==> src/rtl/dbg_cmd_frontend.sv <==
// Host byte-stream front end for the debug module: assembles cmd/addr/data frames from RX bytes,
// sequences the cmd/ready handshake with timeouts, and answers with an echo, read data or an error byte.
module dbg_cmd_frontend #(
  parameter int unsigned TIMEOUT_CYCLES = 1000000,
  parameter logic [7:0]  ERR_BYTE       = 8'hEE
) (
  input  logic        clk,
  input  logic        rst_i,
  input  logic [7:0]  rx_data_i,
  input  logic        rx_valid_i,
  output logic        rx_ready_o,
  output logic [7:0]  tx_data_o,
  output logic        tx_valid_o,
  input  logic        tx_ready_i,
  output logic [7:0]  dbg_cmd_o,
  output logic [31:0] dbg_addr_o,
  output logic [31:0] dbg_data_o,
  input  logic [31:0] dbg_data_i,
  input  logic        dbg_ready_i,
  output logic        err_o
);

  localparam int unsigned   TW      = $clog2(TIMEOUT_CYCLES + 1);
  localparam logic [TW-1:0] TMO_MAX = TW'(TIMEOUT_CYCLES);

  typedef enum logic [2:0] {
    S_IDLE,
    S_RX_ADDR,
    S_RX_DATA,
    S_ISSUE,
    S_WAIT,
    S_TX
  } state_e;

  state_e        state_q, state_d;
  logic [7:0]    cmd_q, cmd_d;
  logic [31:0]   addr_q, addr_d;
  logic [31:0]   data_q, data_d;
  logic [1:0]    byte_cnt_q, byte_cnt_d;
  logic [39:0]   tx_buf_q, tx_buf_d;
  logic [2:0]    tx_cnt_q, tx_cnt_d;
  logic [TW-1:0] tmo_q, tmo_d;

  logic          rx_fire;
  logic          tmo_hit;
  logic [31:0]   addr_ins;
  logic [31:0]   data_ins;

  assign rx_ready_o = (state_q == S_IDLE) || (state_q == S_RX_ADDR) || (state_q == S_RX_DATA);
  assign rx_fire    = rx_valid_i & rx_ready_o;
  assign tmo_hit    = (tmo_q == TMO_MAX);
  assign dbg_addr_o = addr_q;
  assign dbg_data_o = data_q;

  // Incoming byte lands in the lane selected by the byte counter (fields arrive LSB first).
  genvar gi;
  generate
    for (gi = 0; gi < 4; gi++) begin : g_lane
      assign addr_ins[8*gi +: 8] = (byte_cnt_q == 2'(gi)) ? rx_data_i : addr_q[8*gi +: 8];
      assign data_ins[8*gi +: 8] = (byte_cnt_q == 2'(gi)) ? rx_data_i : data_q[8*gi +: 8];
    end
  endgenerate

  always_comb begin
    state_d    = state_q;
    cmd_d      = cmd_q;
    addr_d     = addr_q;
    data_d     = data_q;
    byte_cnt_d = byte_cnt_q;
    tx_buf_d   = tx_buf_q;
    tx_cnt_d   = tx_cnt_q;
    tx_valid_o = 1'b0;
    tx_data_o  = 8'h00;
    dbg_cmd_o  = 8'h00;
    err_o      = 1'b0;

    case (state_q)
      S_IDLE: begin
        if (rx_valid_i) begin
          cmd_d      = rx_data_i;
          addr_d     = 32'h0;
          data_d     = 32'h0;
          byte_cnt_d = 2'd0;
          if (rx_data_i[7]) begin
            state_d = S_RX_ADDR;
          end else if (rx_data_i[6]) begin
            state_d = S_RX_DATA;
          end else if (rx_data_i == 8'h00) begin
            tx_buf_d = {32'h0, rx_data_i};
            tx_cnt_d = 3'd1;
            state_d  = S_TX;
          end else begin
            state_d = S_ISSUE;
          end
        end
      end

      S_RX_ADDR: begin
        if (rx_valid_i) begin
          addr_d     = addr_ins;
          byte_cnt_d = byte_cnt_q + 2'd1;
          if (byte_cnt_q == 2'd3) begin
            state_d = cmd_q[6] ? S_RX_DATA : S_ISSUE;
          end
        end else if (tmo_hit) begin
          err_o   = 1'b1;
          state_d = S_IDLE;
        end
      end

      S_RX_DATA: begin
        if (rx_valid_i) begin
          data_d     = data_ins;
          byte_cnt_d = byte_cnt_q + 2'd1;
          if (byte_cnt_q == 2'd3) begin
            state_d = S_ISSUE;
          end
        end else if (tmo_hit) begin
          err_o   = 1'b1;
          state_d = S_IDLE;
        end
      end

      S_ISSUE: begin
        if (dbg_ready_i) begin
          dbg_cmd_o = cmd_q;
          state_d   = S_WAIT;
        end else if (tmo_hit) begin
          err_o    = 1'b1;
          tx_buf_d = {32'h0, ERR_BYTE};
          tx_cnt_d = 3'd1;
          state_d  = S_TX;
        end
      end

      S_WAIT: begin
        // Completion drops cmd in the same cycle so the debug module never sees it twice.
        if (dbg_ready_i) begin
          if (cmd_q[7:6] == 2'b10) begin
            tx_buf_d = {dbg_data_i, cmd_q};
            tx_cnt_d = 3'd5;
          end else begin
            tx_buf_d = {32'h0, cmd_q};
            tx_cnt_d = 3'd1;
          end
          state_d = S_TX;
        end else if (tmo_hit) begin
          err_o    = 1'b1;
          tx_buf_d = {32'h0, ERR_BYTE};
          tx_cnt_d = 3'd1;
          state_d  = S_TX;
        end else begin
          dbg_cmd_o = cmd_q;
        end
      end

      S_TX: begin
        tx_valid_o = 1'b1;
        tx_data_o  = tx_buf_q[7:0];
        if (tx_ready_i) begin
          tx_buf_d = {8'h00, tx_buf_q[39:8]};
          tx_cnt_d = tx_cnt_q - 3'd1;
          if (tx_cnt_q == 3'd1) begin
            state_d = S_IDLE;
          end
        end
      end

      default: state_d = S_IDLE;
    endcase

    if (rx_fire || (state_d != state_q)) begin
      tmo_d = '0;
    end else if (!tmo_hit) begin
      tmo_d = tmo_q + TW'(1);
    end else begin
      tmo_d = tmo_q;
    end
  end

  always_ff @(posedge clk) begin
    if (rst_i) begin
      state_q    <= S_IDLE;
      cmd_q      <= 8'h00;
      addr_q     <= 32'h0;
      data_q     <= 32'h0;
      byte_cnt_q <= 2'd0;
      tx_buf_q   <= 40'h0;
      tx_cnt_q   <= 3'd0;
      tmo_q      <= '0;
    end else begin
      state_q    <= state_d;
      cmd_q      <= cmd_d;
      addr_q     <= addr_d;
      data_q     <= data_d;
      byte_cnt_q <= byte_cnt_d;
      tx_buf_q   <= tx_buf_d;
      tx_cnt_q   <= tx_cnt_d;
      tmo_q      <= tmo_d;
    end
  end

endmodule

==> config.mk <==
export PLATFORM = sky130hd
export DESIGN_NAME = dbg_cmd_frontend
export DESIGN_NICKNAME = d
export VERILOG_FILES = /design/src/rtl/dbg_cmd_frontend.sv
export SDC_FILE = /design/constraint.sdc
export NUM_CORES = 1
export LEC_CHECK = 0
export ABC_CLOCK_PERIOD_IN_PS = 3950
export CAP_MARGIN = 10
export CORE_UTILIZATION = 30
export DETAILED_ROUTE_END_ITERATION = 10
export GPL_ROUTABILITY_DRIVEN = 0
export GPL_TIMING_DRIVEN = 0
export HOLD_SLACK_MARGIN = 0.15
export SYNTH_ARGS = -nofsm -noshare
export SYNTH_HDL_FRONTEND = slang
export SYNTH_SLANG_ARGS = --single-unit
==> constraint.sdc <==
create_clock -name clk -period 3.95 [get_ports clk]
set_clock_uncertainty 0.2 [all_clocks]
set_input_delay 0.79 -clock clk [delete_from_list [all_inputs] [get_ports clk]]
set_output_delay 0.79 -clock clk [all_outputs]
set_load 0.02 [all_outputs]
==> impl_metrics.csv <==
group,metric,value,unit
outcome,status,"finished clean",
clocking,tritoncts.num_buffers,17,
synthesis,seq_area_frac_synth,0.416,
final_layout,antennaDiodeCount,0,
timing,max_freq,0.264,GHz
worst_setup_path,r2r-end,"tx_buf_q[14]",
timing,finalCritPeriodShare,0.960,
power_and_ir_drop,p_int,2780,uW
synthesis,synth_top_area_share,0.416,
synthesis,synth_compound_area_frac,0.256,
grt,grt_overflow,0,
final_layout,fin_cells,1262,
clocking,cts.path.max_buffers,2,
synthesis,synthTopCellsByCount,"140 x dfxtp_1, 132 x nor2_1, 93 x a21oi_1",
worst_hold_path,hold_path_class,"register to register",
worst_setup_path,startpoint_type,"primary input",
final_layout,drive_gt1_frac,0.0947,
synthesis,synthArstFlopShare,0,
floorplan,die_y,152,um
placement,dp.cells,1230,
synthesis,ys_warn_count,0,
flow_run,cap_violations,0,
synthesis,syn_avg_cell_area,8.17,um^2
placement,dp_slack,-0.203,ns
clocking,h-tree-depth,4,
power_and_ir_drop,power_frac_clock,0.448,
worst_setup_path,endpoint_kind,"output pin",
grt,gr-usage-all-layers,0.194,
floorplan,io_pins,128,
final_layout,seq_area,2800,um^2
power_and_ir_drop,switching_share,0.283,
power_and_ir_drop,leakagePower,0.00310,uW
worst_setup_path,rr_startpoint,"state_q[0]",
routing,avgRoutedWirePerCell,17.3,um
clocking,cts.sink_count,140,
worst_setup_path,crit_fanout,10,
worst_hold_path,min_to,"dbg_data_o[2]",
placement,dp_hpwl,15.5,mm
worst_setup_path,r2r_cells,8,
power_and_ir_drop,p_per_area,429,nW/um^2
synthesis,synth_mux_area_frac,0.0136,
worst_setup_path,r2r_slack,1.13,ns
synthesis,synth_top_family_by_area,"compound AO/OA/AOI/OAI gates",
grt,grt_pass1_wl,34.0,mm
grt,grt_max_degree,17,
clocking,cts_tree,"done",
synthesis,netlist-cell-type-count,62,
worst_hold_path,hp-start,"dbg_data_o[2]",
synthesis,synth-seq-cells,140,
routing,routed-via-count,6578,
final_layout,area_growth,33.9,%
placement,place_area,8340,um^2
worst_setup_path,crit_type,"primary input to output pin",
timing,holdWs,0.257,ns
synthesis,synth_ff_type,"dfxtp_1",
timing,tightestPinTransition,0.741,ns
floorplan,dieArea,23000,um^2
power_and_ir_drop,comb_power_share,0.166,
placement,port_buffers,126,
routing,drt_iter0_drc,448,
clocking,clk_latency,0.42,ns
clocking,clk_pin_slew_worst_paths,0.07,ns
final_layout,fill_cells,2294,
synthesis,synth_area_leader_cell,"dfxtp_1",
power_and_ir_drop,ir_drop,0.264,mV
floorplan,initial_core_util,0.307,
floorplan,core-area,21900,um^2
timing,finalHoldViolations,0,
synthesis,synth_xor_area_frac,0.0247,
timing,rsz0062_at_grt,"false",
synthesis,synthCells,824,
synthesis,synth-adder-area-share,0.0149,
worst_setup_path,arrival,2.80,ns
grt,grt_pass1_vias,6194,
floorplan,die_x,152,um
synthesis,synth-simple-area-share,0.224,
synthesis,yosys-top-cells-area,"dfxtp_1 42%, nor2_1 7.4%, a21oi_1 6.9%, a22oi_1 5.2%, a32oi_1 4.7%",
final_layout,final_nets,1022,
clocking,cts_root_buf,"clkbuf_16",
synthesis,netlist_area,6730,um^2
routing,first_pass_iters,5,
power_and_ir_drop,p_seq_frac,0.386,
routing,postRouteAntennaNets,0,
final_layout,multi_input_area,3610,um^2
timing,period_needed,3.79,ns
power_and_ir_drop,switching_power,1100,uW
grt,antenna_found_initial,0,
worst_hold_path,hold_depth,2,
synthesis,yosysMostFrequentCell,"dfxtp_1",
synthesis,synth_edf_count,0,
routing,vias_per_cell,5.21,
final_layout,design_area,9020,um^2
timing,slew_viol_final,0,
worst_setup_path,worstPathRequired,2.96,ns
timing,setup_viol,0,
final_layout,fin_util,0.412,
timing,max-slew-margin-rel,0.502,
synthesis,synthesis.nets,877,
routing,wirelength,21.9,mm
timing,worst_slack,0.157,ns
routing,drc,0,
floorplan,rows,54,
worst max-delay path by stage:
stage / slack (ns) / end / start
floorplan: 1.15 / dbg_cmd_o[0] / dbg_ready_i
global placement: -0.20 / dbg_cmd_o[3] / dbg_ready_i
detailed placement: -0.20 / dbg_cmd_o[4] / dbg_ready_i
CTS: 0.03 / dbg_cmd_o[4] / tmo_q[0]
global route: 0.01 / dbg_cmd_o[0] / tmo_q[9]
finish: 0.16 / err_o / rx_valid_i
placed cells by master (no fill, tap or decap), types with 5 or more instances in the layout:
cell type / netlist / routed
dfxtp_1: 140 / 140
and2_1: 14 / 14
nor2_1: 132 / 130
buf_2: 14 / 14
o21ai_1: 21 / 21
a32oi_1: 36 / 35
clkdlybuf4s50_1: 0 / 125
clkbuf_16: 0 / 17
a311oi_1: 5 / 5
clkinv_4: 0 / 5
nand4_1: 5 / 5
and3_1: 16 / 16
nand2b_1: 5 / 5
mux2i_1: 8 / 8
nor2b_1: 15 / 15
xor2_1: 12 / 12
o21ai_0: 20 / 20
nor3b_1: 5 / 5
clkbuf_1: 41 / 39
a21oi_1: 93 / 93
ha_1: 8 / 8
inv_1: 13 / 13
xnor2_1: 7 / 7
a22oi_1: 47 / 47
buf_6: 6 / 6
nor2_2: 21 / 22
nand2_1: 72 / 72
nand3_1: 11 / 11
power by group through the flow:
| stage | sequential, uW | clock, uW | combinational (uW) |
|---|---|---|---|
| floorplan | 1550 | 0 | 370 |
| global placement | 1530 | 0 | 628 |
| detailed placement | 1530 | 0 | 630 |
| CTS | 1500 | 1760 | 636 |
| global route | 1500 | 1820 | 702 |
| finish | 1500 | 1730 | 642 |
sequential cells by signal (all words and copies together) (netlist names):
register,count
byte_cnt_q,2
state_q,3
cmd_q,8
dbg_addr_o,32
tx_cnt_q,3
dbg_data_o,32
tx_buf_q,40
tmo_q,20
cells by family after synthesis:
family                   count (synthesis)
AND/OR/NAND/NOR                        316
AO/OA/AOI/OAI                          257
flip-flops                             140
buffers and inverters                   75
XOR/XNOR                                19
multiplexers                             9
adder cells (fa/ha/maj)                  8
stage by stage:
stage | power (uW) | TNS (ns)
after floorplan | 1920 | 0
after global placement | 2150 | -1.66
after detailed placement | 2160 | -1.67
after CTS | 3890 | 0
after global routing | 4030 | 0
final | 3870 | 0
cell type report:
type,count,share of cell area
multi-input combinational,609,0.401
sequential,140,0.311
timing repair buffer,128,0.142
clock buffer,19,0.0491
tap,280,0.0389
buffer,59,0.0316
clock inverter,13,0.0211
inverter,14,0.00583
repair_timing:
item                       in CTS  in global routing
gates resized for setup         5                  2
setup endpoints to repair       9                  9
pin swaps                       0                  1
setup buffers                   0                  2
hold buffers                    0                  0
per-layer routing:
layer | vias to the layer above | GRT usage | wire (um)
li1 | 3233 | - | -
met1 | 3110 | 0.262 | 10100
met2 | 218 | 0.301 | 9800
met3 | 17 | 0.0575 | 1730
met4 | 0 | 0.0485 | 256
met5 | - | 0 | 0
worst max-delay path, cell delays in order:
cell,delay (ns)
clkdlybuf4s50_1,0.56
clkbuf_1,0.37
nand2_1,0.10
a31oi_1,0.19
o22a_1,0.18
nor2_2,0.05
clkdlybuf4s50_1,0.54
(Power assumes the default switching activity.)
